==> config.mk <==
export PLATFORM = sky130hd
export DESIGN_NAME = csi2_rx_frame_ctrl_flat
export DESIGN_NICKNAME = d
export VERILOG_FILES = /design/src/rtl/csi2_rx_frame_ctrl_pkg.sv /design/src/rtl/csi2_rx_frame_ctrl_if.sv /design/src/rtl/csi2_rx_frame_ctrl.sv /design/src/flat_wrapper.sv
export SDC_FILE = /design/constraint.sdc
export NUM_CORES = 1
export LEC_CHECK = 0
export BUFFER_PORTS_ARGS = -buffer_cell sky130_fd_sc_hd__buf_4
export CAP_MARGIN = 25
export CORE_ASPECT_RATIO = 1.2
export CORE_MARGIN = 5
export CORE_UTILIZATION = 55
export DETAILED_ROUTE_END_ITERATION = 12
export HOLD_SLACK_MARGIN = 0.08
export PLACE_DENSITY = 0.87
export SLEW_MARGIN = 20
export SYNTH_ARGS = -nofsm -noshare
export SYNTH_HDL_FRONTEND = slang
export SYNTH_SLANG_ARGS = --single-unit
==> constraint.sdc <==
create_clock -name clk_i -period 4.3 [get_ports clk_i]
set_input_delay 0.215 -clock clk_i [delete_from_list [all_inputs] [get_ports clk_i]]
set_output_delay 0.215 -clock clk_i [all_outputs]
set_load 0.005 [all_outputs]
==> src/rtl/csi2_rx_frame_ctrl_pkg.sv <==
// Shared definitions for the CSI-2 receive frame controller: data types,
// packet header field positions and the frame sequencer state encoding.
package csi2_rx_frame_ctrl_pkg;

  localparam logic [5:0] CSI2_DT_FS       = 6'h00;
  localparam logic [5:0] CSI2_DT_FE       = 6'h01;
  localparam logic [5:0] CSI2_DT_LS       = 6'h02;
  localparam logic [5:0] CSI2_DT_LE       = 6'h03;
  localparam logic [5:0] CSI2_DT_LONG_MIN = 6'h10;

  localparam int CSI2_DT_LSB = 0;
  localparam int CSI2_DT_MSB = 5;
  localparam int CSI2_VC_LSB = 6;
  localparam int CSI2_VC_MSB = 7;
  localparam int CSI2_WC_LSB = 8;
  localparam int CSI2_WC_MSB = 23;

  typedef enum logic [1:0] {
    ST_IDLE     = 2'd0,
    ST_WAIT_FS  = 2'd1,
    ST_IN_FRAME = 2'd2
  } csi2_frame_state_t;

endpackage

==> src/rtl/csi2_rx_frame_ctrl_if.sv <==
// AXI4-Stream view of the packet converter output; the frame controller only
// monitors it, so there is no tready.
interface csi2_rx_frame_ctrl_if;
  logic        tvalid;
  logic [31:0] tdata;
  logic        tlast;

  modport master (output tvalid, tdata, tlast);
  modport slave  (input  tvalid, tdata, tlast);
endinterface

==> src/rtl/csi2_rx_frame_ctrl.sv <==
// Frame-level sequencer for the CSI-2 receive path: gates the converter on frame
// boundaries, tracks FS/FE on one virtual channel, counts lines/errors, watchdog abort.
//
// state       | meaning
// ST_IDLE     | converter disabled, waiting for sw_enable_i
// ST_WAIT_FS  | converter enabled, discarding traffic until a Frame Start
// ST_IN_FRAME | inside a frame, counting lines, watchdog armed
module csi2_rx_frame_ctrl
  import csi2_rx_frame_ctrl_pkg::*;
#(
  parameter int TIMEOUT_CYCLES = 1_000_000,
  parameter int FRAME_CNT_W    = 32,
  parameter int ERR_CNT_W      = 16
) (
  input  logic                   clk_i,
  input  logic                   srst_i,
  input  logic                   sw_enable_i,
  input  logic [1:0]             cfg_vc_i,
  input  logic                   error_i,
  csi2_rx_frame_ctrl_if.slave    pkt,
  output logic                   rx_enable_o,
  output logic                   frame_active_o,
  output logic                   frame_start_o,
  output logic                   frame_done_o,
  output logic                   frame_err_o,
  output logic [15:0]            frame_num_o,
  output logic [15:0]            frame_lines_o,
  output logic [FRAME_CNT_W-1:0] frame_cnt_o,
  output logic [ERR_CNT_W-1:0]   err_cnt_o,
  output logic                   timeout_o
);

  localparam int TIMEOUT_W = $clog2(TIMEOUT_CYCLES + 1);
  localparam logic [TIMEOUT_W-1:0] WD_LOAD = TIMEOUT_W'(TIMEOUT_CYCLES - 1);

  csi2_frame_state_t      state_q;
  logic                   sop_q, stop_pending_q, err_seen_q;
  logic [15:0]            line_cnt_q;
  logic [TIMEOUT_W-1:0]   wd_q;
  logic                   rx_enable_q, frame_active_q, frame_start_q, frame_done_q;
  logic                   frame_err_q, timeout_q;
  logic [15:0]            frame_num_q, frame_lines_q;
  logic [FRAME_CNT_W-1:0] frame_cnt_q;
  logic [ERR_CNT_W-1:0]   err_cnt_q, err_cnt_d;

  logic [5:0]  hdr_dt;
  logic [1:0]  hdr_vc;
  logic [15:0] hdr_wc;
  logic        hdr_beat, is_fs, is_fe, is_line, stopping, fe_err;

  assign hdr_dt   = pkt.tdata[CSI2_DT_MSB:CSI2_DT_LSB];
  assign hdr_vc   = pkt.tdata[CSI2_VC_MSB:CSI2_VC_LSB];
  assign hdr_wc   = pkt.tdata[CSI2_WC_MSB:CSI2_WC_LSB];
  assign hdr_beat = pkt.tvalid & sop_q & (hdr_vc == cfg_vc_i);
  assign is_fs    = hdr_beat & (hdr_dt == CSI2_DT_FS);
  assign is_fe    = hdr_beat & (hdr_dt == CSI2_DT_FE);
  assign is_line  = hdr_beat & (hdr_dt >= CSI2_DT_LONG_MIN);
  assign stopping = stop_pending_q | ~sw_enable_i;
  // An error on the FE beat itself still belongs to the closing frame.
  assign fe_err   = err_seen_q | error_i;

  always_comb begin
    err_cnt_d = err_cnt_q;
    if (error_i && rx_enable_q && (err_cnt_q != '1)) err_cnt_d = err_cnt_q + 1'b1;
  end

  always_ff @(posedge clk_i or posedge srst_i) begin
    if (srst_i) begin
      state_q        <= ST_IDLE;
      sop_q          <= 1'b1;
      stop_pending_q <= 1'b0;
      err_seen_q     <= 1'b0;
      line_cnt_q     <= '0;
      wd_q           <= '0;
      rx_enable_q    <= 1'b0;
      frame_active_q <= 1'b0;
      frame_start_q  <= 1'b0;
      frame_done_q   <= 1'b0;
      frame_err_q    <= 1'b0;
      timeout_q      <= 1'b0;
      frame_num_q    <= '0;
      frame_lines_q  <= '0;
      frame_cnt_q    <= '0;
      err_cnt_q      <= '0;
    end else begin
      frame_start_q <= 1'b0;
      frame_done_q  <= 1'b0;
      timeout_q     <= 1'b0;
      err_cnt_q     <= err_cnt_d;
      if (pkt.tvalid) sop_q <= pkt.tlast;
      // Enable trails the state by a cycle so it is still high during the FE done pulse.
      rx_enable_q <= (state_q != ST_IDLE);

      case (state_q)
        ST_IDLE: begin
          if (sw_enable_i) state_q <= ST_WAIT_FS;
        end
        ST_WAIT_FS: begin
          if (!sw_enable_i) begin
            state_q <= ST_IDLE;
          end else if (is_fs) begin
            state_q        <= ST_IN_FRAME;
            frame_active_q <= 1'b1;
            frame_start_q  <= 1'b1;
            frame_num_q    <= hdr_wc;
            line_cnt_q     <= '0;
            err_seen_q     <= 1'b0;
            wd_q           <= WD_LOAD;
          end
        end
        ST_IN_FRAME: begin
          stop_pending_q <= ~sw_enable_i;
          if (error_i) err_seen_q <= 1'b1;
          if (is_line && (line_cnt_q != 16'hFFFF)) line_cnt_q <= line_cnt_q + 16'd1;
          if (pkt.tvalid)        wd_q <= WD_LOAD;
          else if (wd_q != '0)   wd_q <= wd_q - 1'b1;

          if (is_fe) begin
            frame_done_q   <= 1'b1;
            frame_err_q    <= fe_err;
            frame_lines_q  <= line_cnt_q;
            if (!fe_err) frame_cnt_q <= frame_cnt_q + 1'b1;
            frame_active_q <= 1'b0;
            stop_pending_q <= 1'b0;
            state_q        <= stopping ? ST_IDLE : ST_WAIT_FS;
          end else if (is_fs) begin
            // Missing FE: close the old frame as corrupted and open the new one.
            frame_done_q   <= 1'b1;
            frame_err_q    <= 1'b1;
            frame_lines_q  <= line_cnt_q;
            frame_start_q  <= 1'b1;
            frame_num_q    <= hdr_wc;
            line_cnt_q     <= '0;
            err_seen_q     <= 1'b0;
          end else if (!pkt.tvalid && (wd_q == '0)) begin
            timeout_q      <= 1'b1;
            frame_done_q   <= 1'b1;
            frame_err_q    <= 1'b1;
            frame_lines_q  <= line_cnt_q;
            frame_active_q <= 1'b0;
            stop_pending_q <= 1'b0;
            state_q        <= stopping ? ST_IDLE : ST_WAIT_FS;
          end
        end
        default: state_q <= ST_IDLE;
      endcase
    end
  end

  assign rx_enable_o    = rx_enable_q;
  assign frame_active_o = frame_active_q;
  assign frame_start_o  = frame_start_q;
  assign frame_done_o   = frame_done_q;
  assign frame_err_o    = frame_err_q;
  assign frame_num_o    = frame_num_q;
  assign frame_lines_o  = frame_lines_q;
  assign frame_cnt_o    = frame_cnt_q;
  assign err_cnt_o      = err_cnt_q;
  assign timeout_o      = timeout_q;

endmodule
==> src/flat_wrapper.sv <==
// flat-port wrapper written by rule: the top's interface ports become plain ports
module csi2_rx_frame_ctrl_flat import csi2_rx_frame_ctrl_pkg::*;
#(
  parameter int TIMEOUT_CYCLES = 1_000_000,
  parameter int FRAME_CNT_W    = 32,
  parameter int ERR_CNT_W      = 16
)
  (clk_i, srst_i, sw_enable_i, cfg_vc_i, error_i, rx_enable_o, frame_active_o, frame_start_o, frame_done_o, frame_err_o, frame_num_o, frame_lines_o, frame_cnt_o, err_cnt_o, timeout_o, pkt_tvalid, pkt_tdata, pkt_tlast);
  csi2_rx_frame_ctrl_if pkt_i ();
  input  logic clk_i;
  input  logic srst_i;
  input  logic sw_enable_i;
  input  logic [1:0] cfg_vc_i;
  input  logic error_i;
  output logic rx_enable_o;
  output logic frame_active_o;
  output logic frame_start_o;
  output logic frame_done_o;
  output logic frame_err_o;
  output logic [15:0] frame_num_o;
  output logic [15:0] frame_lines_o;
  output logic [FRAME_CNT_W-1:0] frame_cnt_o;
  output logic [ERR_CNT_W-1:0] err_cnt_o;
  output logic timeout_o;
  input wire logic [$bits(pkt_i.tvalid)-1:0] pkt_tvalid;
  input wire logic [$bits(pkt_i.tdata)-1:0] pkt_tdata;
  input wire logic [$bits(pkt_i.tlast)-1:0] pkt_tlast;
  assign pkt_i.tvalid = pkt_tvalid;
  assign pkt_i.tdata = pkt_tdata;
  assign pkt_i.tlast = pkt_tlast;
  csi2_rx_frame_ctrl #(.TIMEOUT_CYCLES(TIMEOUT_CYCLES), .FRAME_CNT_W(FRAME_CNT_W), .ERR_CNT_W(ERR_CNT_W)) u_core (.clk_i(clk_i), .srst_i(srst_i), .sw_enable_i(sw_enable_i), .cfg_vc_i(cfg_vc_i), .error_i(error_i), .pkt(pkt_i), .rx_enable_o(rx_enable_o), .frame_active_o(frame_active_o), .frame_start_o(frame_start_o), .frame_done_o(frame_done_o), .frame_err_o(frame_err_o), .frame_num_o(frame_num_o), .frame_lines_o(frame_lines_o), .frame_cnt_o(frame_cnt_o), .err_cnt_o(err_cnt_o), .timeout_o(timeout_o));
endmodule
==> impl_metrics.yaml, run 1 <==
sta:
  final_period_minus_worst_setup_slack_ns: 2.93
  worst-slew-pin-transition_ns: 0.943
  max_freq_mhz: 342
  final-setup-viol-count: 0
  clock_skew_ns: 0.00844
  grt_setup_unrepaired: "false"
  hold_slack_ns: 0.104
  relSlewSlack_pct: 36.6
  final_hold_fails: 0
  tns_ns: 0
  finalCritPeriodShare_pct: 68.0
  slew_violations: 0
clock_network:
  cts_hold_buf: 20
  worst_skew_pair.late_latency_ns: 0.42
  number_of_buffers_on_the_longest_clock_path: 2
  clock_tree.root_cell: "clkbuf_16"
  cts_made_buffers: 17
  tritoncts: "done"
  cts_htree_levels: 4
  cts_sinks: 127
  buffers_inserted_during_post_cts_setup_optimization: 0
  clk_pin_slew_worst_paths_ns: 0.06
  quantity_of_gates_resized_following_cts: 0
cells_and_area:
  final_cells: 905
  diodes: 0
  fillCellCount: 712
  final_layout_size_suffix_gt1_share_pct: 23.8
  area_growth_pct: 29.2
  final_net_count: 809
drt:
  via_count: 5458
  drt_first_pass_iters: 5
  vias_per_cell: 6.03
  wl_um: 16200
  drt-initial-drc-count: 388
  detail_route.drc_violations: 0
  avgRoutedWirePerCell_um: 17.9
  antenna_violating_nets_post_route: 0
global_routing:
  track_usage_pct: 24.4
  grt-ovfl-total: 0
  grt_max_degree: 76
  grt_first_pass_wirelength_um: 26600
  first_global_vias: 5474
  grt_antenna_before_repair: 0
status:
  result_of_the_run: "completed"
critical_path:
  cp-startpoint: "u_core.state_q[0]$_DFFE_PP0P_"
  crit_fanout: 14
  regToRegStartpoint: "u_core.state_q[0]$_DFFE_PP0P_"
  capture_point_of_the_critical_path: "u_core.wd_q[19]$_DFFE_PP0P_"
  worst-setup-path-type: "reg2reg"
  reg2regPathDepth: 7
  critical_path_arrival_ns: 3.22
  r2r_slack_ns: 1.37
  cp-start-kind: "flip-flop"
  critPathCaptureType: "flip-flop"
  critPathRequiredTime_ns: 4.59
  rr_endpoint: "u_core.wd_q[19]$_DFFE_PP0P_"
power:
  power_report.internal_total_mw: 2.41
  pwr_density_cell_nw_per_um2: 407
  worst_ir_drop_vdd_v: 0.000276
  total_leakage_power_nw: 3.92
  power.share.clock_pct: 46.6
  share_comb_of_total_power_pct: 11.2
  seqPwrFrac_pct: 42.2
  switchingPower_mw: 0.850
  netSwitchingFraction_pct: 26.0
  fin_total_pwr_mw: 3.26
floorplanning:
  die-height_um: 126
  die_w_um: 107
  die-area_um2: 13500
  initial_utilization_pct: 56.2
  rows: 42
  io_pins: 126
  core_box_area_um2: 11000
logic_synthesis:
  yosys_register_bits: 127
  synth.net_count: 674
  synth_flop_cell: "dfrtp_1"
  post_synth.cell_area_avg_um2: 9.93
  synth_enable_flop_cells: 0
  synth_area_um2: 6200
  netlist_instances: 625
  synth.distinct_cells: 52
  ys_warn_count: 0
  ys_async_sr_fraction_pct: 100
  synth_sequential_area_ratio_pct: 51.3
placed_design:
  gp_congestion: 0.861
  hpwlAfterDp_um: 10600
  placed_cells: 852
  placement.io_buffers: 117
hold_path:
  class_of_the_tightest_hold_or_removal_check: "in2reg"
flow_run:
  cap_viol_max_count: 0
per-layer routing:
metal	GRT usage [%]	part of all wire [%]	routed length (um)	vias up
li1	-	-	-	2499
met1	29.1	39	6350	2713
met2	43.0	52	8500	207
met3	4.88	5.9	951	39
met4	9.78	2.6	416	0
met5	0	0	0	-
cells by family (layout without fill, tap and decap cells):
family / count (synthesis) / after routing / share of synthesized area (%)
flip-flops: 127 / 127 / 51.3
adder cells (fa/ha/maj): 9 / 9 / 1.82
buffers and inverters: 44 / 192 / 2.88
AO/OA/AOI/OAI: 81 / 81 / 8.53
XOR/XNOR: 48 / 48 / 6.78
AND/OR/NAND/NOR: 292 / 292 / 23.9
multiplexers: 24 / 24 / 4.82
area by class of cell:
class / instances / area (um^2) / area share [%]
clock buffer: 18 / 429 / 5.35
clock inverter: 14 / 189 / 2.36
inverter: 19 / 73.8 / 0.921
multi-input combinational: 454 / 2850 / 35.6
tap: 132 / 165 / 2.06
sequential: 127 / 3180 / 39.7
timing repair buffer: 141 / 1130 / 14.1
cells in the mapped netlist, types with 8 or more instances:
cell      number  share of area [%]
nand2_1      104                6.3
inv_1         19                1.1
a21oi_1       20                1.6
mux2_4         9                2.2
clkbuf_1      18                1.1
nand4_1       16                1.6
xor2_1        24                3.4
ha_1           9                1.8
xnor2_1       24                3.4
and3_1         9               0.91
mux2_2        10                1.8
o21ai_0       15                1.2
or3_1          8               0.81
nor2_1        38                2.3
o31ai_1       21                2.5
nand2b_1       9               0.91
dfrtp_1      126                 51
nor4_1        11                1.1
nand3_1       30                2.4
or4_1         16                1.9
nor3_1        21                1.7
and4_1         8                1.1
placed cells by master (no fill, tap or decap), types with 11 or more instances in the layout:
| master | count |
|---|---|
| dfrtp_1 | 126 |
| buf_4 | 120 |
| nand2_1 | 104 |
| nor2_1 | 38 |
| nand3_1 | 29 |
| xnor2_1 | 24 |
| xor2_1 | 24 |
| nor3_1 | 21 |
| o31ai_1 | 21 |
| a21oi_1 | 20 |
| dlygate4sd3_1 | 20 |
| inv_1 | 18 |
| clkbuf_16 | 17 |
| nand4_1 | 16 |
| or4_1 | 16 |
| o21ai_0 | 15 |
| nor4_1 | 11 |
stage by stage:
stage | setup WS (ns) | utilization, % | cell area [um^2]
finish | 1.37 | 72.6 | 8020
global route | 1.22 | 72.6 | 8020
CTS | 1.39 | 72.3 | 7980
detailed placement | 1.41 | 64.9 | 7160
global placement | 1.55 | 64.9 | 7160
floorplan | 0.702 | - | 6200
worst max-delay path, cell delays in order (launching register included):
cell	delay, ns
dfrtp_1	0.43
inv_1	0.13
ha_1	0.51
nor2b_1	0.54
and2_1	0.36
o21ai_1	0.37
o31ai_1	0.36
o31ai_1	0.11
worst min-delay path by stage:
stage	from	end	slack [ns]	cells past startpoint
floorplan	pkt_tdata[0]	u_core.frame_start_o$_DFF_PP0_	0.28	1
global placement	pkt_tdata[13]	u_core.frame_num_o[5]$_DFFE_PP0P_	0.41	3
detailed placement	pkt_tdata[9]	u_core.frame_num_o[1]$_DFFE_PP0P_	0.42	3
CTS	pkt_tvalid	u_core.sop_q$_DFFE_PP1P_	0.1	2
global route	pkt_tvalid	u_core.sop_q$_DFFE_PP1P_	0.11	2
finish	pkt_tvalid	u_core.sop_q$_DFFE_PP1P_	0.10	2
power groups by stage:
stage	Clock (mW)	Sequential, mW	Combinational, mW
after floorplan	0	1.37	0.199
after global placement	0	1.38	0.318
after detailed placement	0	1.39	0.335
after CTS	1.53	1.37	0.357
after global routing	1.59	1.39	0.401
final	1.52	1.38	0.364
sequential cells by signal, indices dropped and copies added, names as in the netlist, 2 cells and up:
signal	flops
u_core.frame_num_o	16
u_core.frame_lines_o	16
u_core.line_cnt_q	16
u_core.frame_cnt_o	32
u_core.err_cnt_o	16
u_core.state_q	2
u_core.wd_q	20
(Power assumes the default switching activity.)
==> run 2, diff against run 1 <==
--- a/config.mk
+++ b/config.mk
@@ -5,14 +5,15 @@
 export SDC_FILE = /design/constraint.sdc
 export NUM_CORES = 1
 export LEC_CHECK = 0
+export ABC_AREA = 1
 export BUFFER_PORTS_ARGS = -buffer_cell sky130_fd_sc_hd__buf_4
 export CAP_MARGIN = 25
 export CORE_ASPECT_RATIO = 1.2
 export CORE_MARGIN = 5
-export CORE_UTILIZATION = 55
+export CORE_UTILIZATION = 51
 export DETAILED_ROUTE_END_ITERATION = 12
 export HOLD_SLACK_MARGIN = 0.08
-export PLACE_DENSITY = 0.87
+export PLACE_DENSITY = 0.84
 export SLEW_MARGIN = 20
 export SYNTH_ARGS = -nofsm -noshare
 export SYNTH_HDL_FRONTEND = slang
==> constraint.sdc (replaced) <==
create_clock -name clk_i -period 2.4 [get_ports clk_i]
set_input_delay 0.12 -clock clk_i [delete_from_list [all_inputs] [get_ports clk_i]]
set_output_delay 0.12 -clock clk_i [all_outputs]
set_load 0.005 [all_outputs]
==> impl_metrics.yaml, run 2 <==
floorplanning:
  core_box_area_um2: 13800
  die_w_um: 118
  io_pins: 126
  die-area_um2: 16600
  rows: 47
  die-height_um: 140
  initial_utilization_pct: 52.0
sta:
  worst-slew-pin-transition_ns: 0.564
  clock_skew_ns: 0.00895
  final-setup-viol-count: 0
  finalCritPeriodShare_pct: 84.6
  slew_violations: 0
  relSlewSlack_pct: 62.3
  max_freq_mhz: 492
  tns_ns: 0
  final_critical_path_setup_slack_ns: 0.369
  final_period_minus_worst_setup_slack_ns: 2.03
  final_hold_fails: 0
  grt_setup_unrepaired: "false"
drt:
  detail_route.drc_violations: 0
  drt-initial-drc-count: 539
  drt_first_pass_iters: 6
  wl_um: 18200
  avgRoutedWirePerCell_um: 13.8
  antenna_violating_nets_post_route: 0
  via_count: 6863
  vias_per_cell: 5.22
hold_path:
  whs_endpoint: "u_core.frame_cnt_o[14]$_DFFE_PP0P_"
  class_of_the_tightest_hold_or_removal_check: "in2reg"
  worst_hold_startpoint: "error_i"
  whs_path_depth: 4
global_routing:
  grt-ovfl-total: 0
  grt_max_degree: 71
  first_global_vias: 6789
  track_usage_pct: 22.3
  grt_first_pass_wirelength_um: 31100
  grt_antenna_before_repair: 0
critical_path:
  rr_endpoint: "u_core.line_cnt_q[0]$_DFFE_PP0P_"
  reg2regPathDepth: 8
  critical_path_arrival_ns: 2.33
  critPathCaptureType: "flip-flop"
  crit_fanout: 20
  regToRegStartpoint: "u_core.state_q[0]$_DFFE_PP0P_"
  critPathRequiredTime_ns: 2.70
  worst-setup-path-type: "reg2reg"
  cp-start-kind: "flip-flop"
  r2r_slack_ns: 0.37
logic_synthesis:
  most_frequent_cell_after_synthesis: "nand2_1"
  synth.distinct_cells: 37
  ys_async_sr_fraction_pct: 100
  synth_sequential_area_ratio_pct: 44.3
  synth_top_area_share_pct: 43.9
  ys_top_cells_by_count: "316 x nand2_1, 126 x dfrtp_1, 119 x nor2_1"
  netlist_instances: 984
  synth_enable_flop_cells: 0
  synth_area_um2: 7180
  synth.net_count: 1033
  synth_flop_cell: "dfrtp_1"
  ys_warn_count: 0
  yosys_register_bits: 127
  yosys.area.top_type: "dfrtp_1"
  post_synth.cell_area_avg_um2: 7.30
  yosys-top-cells-area: "dfrtp_1 44%, nand2_1 17%, nor2_1 6.2%"
power:
  worst_ir_drop_vdd_v: 0.000601
  total_leakage_power_nw: 4.64
  pwr_density_cell_nw_per_um2: 773
cells_and_area:
  layout_common_cells: "316 x nand2_1, 126 x buf_4, 126 x dfrtp_1"
  layout_commonest_cell: "nand2_1"
  diodes: 0
  final_net_count: 1179
  final_layout_size_suffix_gt1_share_pct: 17.2
  area_growth_pct: 26.3
  largest_register_ff_count: 32
clock_network:
  number_of_buffers_on_the_longest_clock_path: 2
  clk_pin_slew_worst_paths_ns: 0.06
  worst_skew_pair.late_latency_ns: 0.41
  cts_htree_levels: 4
  tritoncts: "done"
  cts_sinks: 127
  cts_made_buffers: 17
  buffers_inserted_during_post_cts_setup_optimization: 0
  clock_tree.root_cell: "clkbuf_16"
status:
  result_of_the_run: "completed"
placed_design:
  hpwlAfterDp_um: 12900
  gp_congestion: 0.916
  worst_setup_slack_before_clock_tree_synthesis_ns: 0.370
  placement.io_buffers: 117
flow_run:
  cap_viol_max_count: 0
-- run 2: cell types whose count changed in the layout (fill, tap and decap cells not counted), moves of 10 or more --
cell     delta
inv_1      +90
or4_1      -16
nor2_1     +81
nand2_1   +212
a21oi_1    -12
o21ai_1    +26
mux2_2     -10
xnor2_1    -10
o21ai_0    +12
o31ai_1    -21
nand3_1    +52
-- run 2: cells by family after synthesis --
kind of cell	synth area share, %
AO/OA/AOI/OAI	5.52
XOR/XNOR	5.00
adder cells (fa/ha/maj)	1.57
buffers and inverters	7.87
flip-flops	44.3
AND/OR/NAND/NOR	35.8
-- run 2: layout make-up --
class | count | area (um^2)
Clock buffer | 18 | 439
Tap cell | 171 | 214
Clock inverter | 14 | 135
Timing Repair Buffer | 151 | 1230
Sequential cell | 127 | 3180
Fill cell | 1159 | 4750
Inverter | 116 | 439
Multi-Input combinational cell | 717 | 3440
-- run 2: layer usage --
| metal | GRT usage, % | part of all wire (%) | vias to the layer above |
|---|---|---|---|
| met4 | 8.51 | 2.3 | 0 |
| met5 | 0 | 0 | - |
| met2 | 37.6 | 50 | 236 |
| met1 | 27.6 | 42 | 3166 |
| li1 | - | - | 3413 |
| met3 | 5.48 | 6.3 | 48 |
-- run 2: worst max-delay path by stage --
stage	endpoint	slack [ns]	from
floorplan	u_core.frame_num_o[0]$_DFFE_PP0P_	0.67	u_core.state_q[0]$_DFFE_PP0P_
global placement	u_core.line_cnt_q[2]$_DFFE_PP0P_	0.43	u_core.state_q[0]$_DFFE_PP0P_
detailed placement	u_core.line_cnt_q[2]$_DFFE_PP0P_	0.37	u_core.state_q[0]$_DFFE_PP0P_
CTS	u_core.wd_q[19]$_DFFE_PP0P_	0.38	u_core.state_q[0]$_DFFE_PP0P_
global route	u_core.err_cnt_o[2]$_DFFE_PP0P_	0.17	u_core.err_cnt_o[0]$_DFFE_PP0P_
finish	u_core.line_cnt_q[0]$_DFFE_PP0P_	0.37	u_core.state_q[0]$_DFFE_PP0P_
-- run 2: timing repair --
action                                 4_1_cts  5_1_grt
hold buffers                                22        0
endpoints found under the hold margin       86        0
resized for setup                            0        0
-- run 2: per-stage QoR --
stage	hold WS, ns	total power [mW]	area (um^2)	std cells	util (%)
floorplan	0.215	3.91	7190	984	-
global placement	0.111	4.46	8280	1260	59.9
detailed placement	0.118	4.53	8280	1260	59.9
CTS	0.143	7.05	9070	1314	65.6
global route	0.180	7.46	9070	1314	65.6
finish	0.155	7.01	9070	1314	65.6
-- run 2: power by group --
| group | switching, mW | internal (mW) | total [mW] |
|---|---|---|---|
| clock network | 1.00 | 1.47 | 2.47 |
| registers | 0.300 | 2.43 | 2.73 |
| logic | 1.10 | 0.710 | 1.81 |
| total | 2.40 | 4.60 | 7.01 |
-- run 2: worst max-delay path: stages (launching register included) --
cell and delay (ns):
dfrtp_1 0.42, inv_1 0.10, ha_1 0.34, inv_2 0.06, or2_1 0.24, nand2_2 0.30, nand2_1 0.23, o21ai_0 0.20
nor2_1 0.06
==> run 3, diff against run 2 <==
==> constraint.sdc (replaced) <==
create_clock -name clk_i -period 1.82 [get_ports clk_i]
set_input_delay 0.091 -clock clk_i [delete_from_list [all_inputs] [get_ports clk_i]]
set_output_delay 0.091 -clock clk_i [all_outputs]
set_load 0.005 [all_outputs]
==> impl_metrics.yaml, run 3 (same netlist as run 2, synthesis figures left out) <==
critical_path:
  regToRegStartpoint: "u_core.sop_q$_DFFE_PP1P_"
  critPathRequiredTime_ns: 2.12
  crit_fanout: 6
  worst_path_max_delay_cell: "dfstp_2"
  rr_endpoint: "u_core.frame_cnt_o[12]$_DFFE_PP0P_"
  critical_path.max_stage_delay_ns: 0.55
  critical_path_arrival_ns: 2.07
  worst-setup-path-type: "reg2reg"
  reg2regPathDepth: 9
  cp-startpoint: "u_core.sop_q$_DFFE_PP1P_"
  capture_point_of_the_critical_path: "u_core.frame_cnt_o[12]$_DFFE_PP0P_"
  crit_path_cell_trace: "nand3_2 -> nor2_4 -> nand2_2 -> inv_2 -> nand3_2 -> nor2_4 -> nand2_1 -> nand2_1 -> nand2_1"
  cp-start-kind: "flip-flop"
  most_frequent_cell_on_the_critical_path: "nand2_1"
  critPathCaptureType: "flip-flop"
  r2r_slack_ns: 0.05
placed_design:
  hpwlAfterDp_um: 13600
  placement.io_buffers: 117
  gp_congestion: 0.912
  worst_setup_slack_before_clock_tree_synthesis_ns: -0.0285
cells_and_area:
  layout_commonest_cell: "nand2_1"
  fillCellCount: 1138
  diodes: 0
  final_net_count: 1209
  share_of_the_core_filled_with_cells_pct: 68.1
  final_layout_size_suffix_gt1_share_pct: 20.9
  largest_register_ff_count: 32
  area_growth_pct: 31.0
  layout_common_cells: "314 x nand2_1, 152 x buf_4, 125 x dfrtp_1"
clock_network:
  worst_skew_pair.late_latency_ns: 0.42
  cts_made_buffers: 17
  cts_htree_levels: 4
  clock_tree.root_cell: "clkbuf_16"
  clk_pin_slew_worst_paths_ns: 0.06
  number_of_buffers_on_the_longest_clock_path: 2
  cts_sinks: 127
  tritoncts: "done"
floorplanning:
  initial_utilization_pct: 52.0
  rows: 47
  die_w_um: 118
  die-area_um2: 16600
  io_pins: 126
  die-height_um: 140
  core_box_area_um2: 13800
drt:
  via_count: 7105
  detail_route.drc_violations: 0
  drt-initial-drc-count: 699
  wl_um: 19200
  drt_first_pass_iters: 5
  avgRoutedWirePerCell_um: 14.3
  vias_per_cell: 5.29
  antenna_violating_nets_post_route: 0
status:
  result_of_the_run: "completed"
global_routing:
  first_global_vias: 6916
  grt_antenna_before_repair: 0
  grt-ovfl-total: 0
  grt_first_pass_wirelength_um: 32400
  track_usage_pct: 23.4
  grt_max_degree: 60
sta:
  final_period_minus_worst_setup_slack_ns: 1.77
  worst-slew-pin-transition_ns: 0.432
  max_freq_mhz: 565
  final_hold_fails: 0
  finalCritPeriodShare_pct: 97.2
  relSlewSlack_pct: 70.9
  slew_violations: 0
  final_critical_path_setup_slack_ns: 0.0504
  clock_skew_ns: 0.0104
  tns_ns: 0
  hold_slack_ns: 0.175
  final-setup-viol-count: 0
  grt_setup_unrepaired: "true"
power:
  netSwitchingFraction_pct: 34.3
  worst_ir_drop_vdd_v: 0.000772
  share_comb_of_total_power_pct: 28.2
  seqPwrFrac_pct: 37.6
  switchingPower_mw: 3.26
  pwr_density_cell_nw_per_um2: 1010
  power.share.clock_pct: 34.2
  total_leakage_power_nw: 4.80
  power_report.internal_total_mw: 6.24
  fin_total_pwr_mw: 9.50
hold_path:
  class_of_the_tightest_hold_or_removal_check: "in2reg"
flow_run:
  cap_viol_max_count: 0
==> run 3: worst min path at each step <==
stage	startpoint	end	slack, ns	cells past startpoint
after floorplan	pkt_tlast	u_core.sop_q$_DFFE_PP1P_	0.19	2
after global placement	srst_i	u_core.line_cnt_q[5]$_DFFE_PP0P_	0.05	2
after detailed placement	srst_i	u_core.line_cnt_q[5]$_DFFE_PP0P_	0.05	2
after CTS	pkt_tdata[3]	u_core.frame_start_o$_DFF_PP0_	0.15	6
after global routing	srst_i	u_core.line_cnt_q[5]$_DFFE_PP0P_	0.19	3
final	pkt_tdata[3]	u_core.frame_start_o$_DFF_PP0_	0.17	6
==> run 3: per-stage QoR <==
step / instance area, um^2 / std cells
2_1_floorplan: 7190 / 984
3_3_place_gp: 8510 / 1288
3_5_place_dp: 8510 / 1288
4_1_cts: 9330 / 1343
5_1_grt: 9410 / 1344
6_report: 9410 / 1344
==> run 3: per-layer routing <==
layer | part of all wire, % | GRT usage, % | vias up
li1 | - | - | 3467
met1 | 40 | 28.0 | 3308
met2 | 51 | 40.7 | 290
met3 | 6.6 | 6.25 | 40
met4 | 2.1 | 8.03 | 0
met5 | 0 | 0 | -
==> run 3: area by class of cell <==
| class | instances | area (um^2) | area share [%] |
|---|---|---|---|
| timing repair buffer | 181 | 1480 | 15.8 |
| multi-input combinational | 717 | 3520 | 37.4 |
| sequential | 127 | 3180 | 33.8 |
| clock inverter | 13 | 116 | 1.24 |
| clock buffer | 19 | 453 | 4.81 |
| tap | 171 | 214 | 2.27 |
| inverter | 116 | 442 | 4.69 |
==> run 3: critical path: cells and delay by family, from the launching register on <==
kind	cells	cell delay (ns)
buffers and inverters	1	0.13
AND/OR/NAND/NOR	8	0.97
flip-flops	1	0.55
==> run 3: power groups by stage <==
stage | sequential, mW | clock, mW | combinational (mW)
after floorplan | 3.55 | 0 | 1.61
after global placement | 3.59 | 0 | 2.45
after detailed placement | 3.60 | 0 | 2.54
after CTS | 3.56 | 3.30 | 2.60
after global routing | 3.63 | 3.44 | 3.03
final | 3.57 | 3.24 | 2.68
==> run 3: what timing repair did <==
item	CTS	global route
endpoints found under the hold margin	150	0
gates resized for setup	4	24
pin swaps	0	1
setup buffers	0	1
endpoints found under the setup margin	15	80
hold buffers	23	0
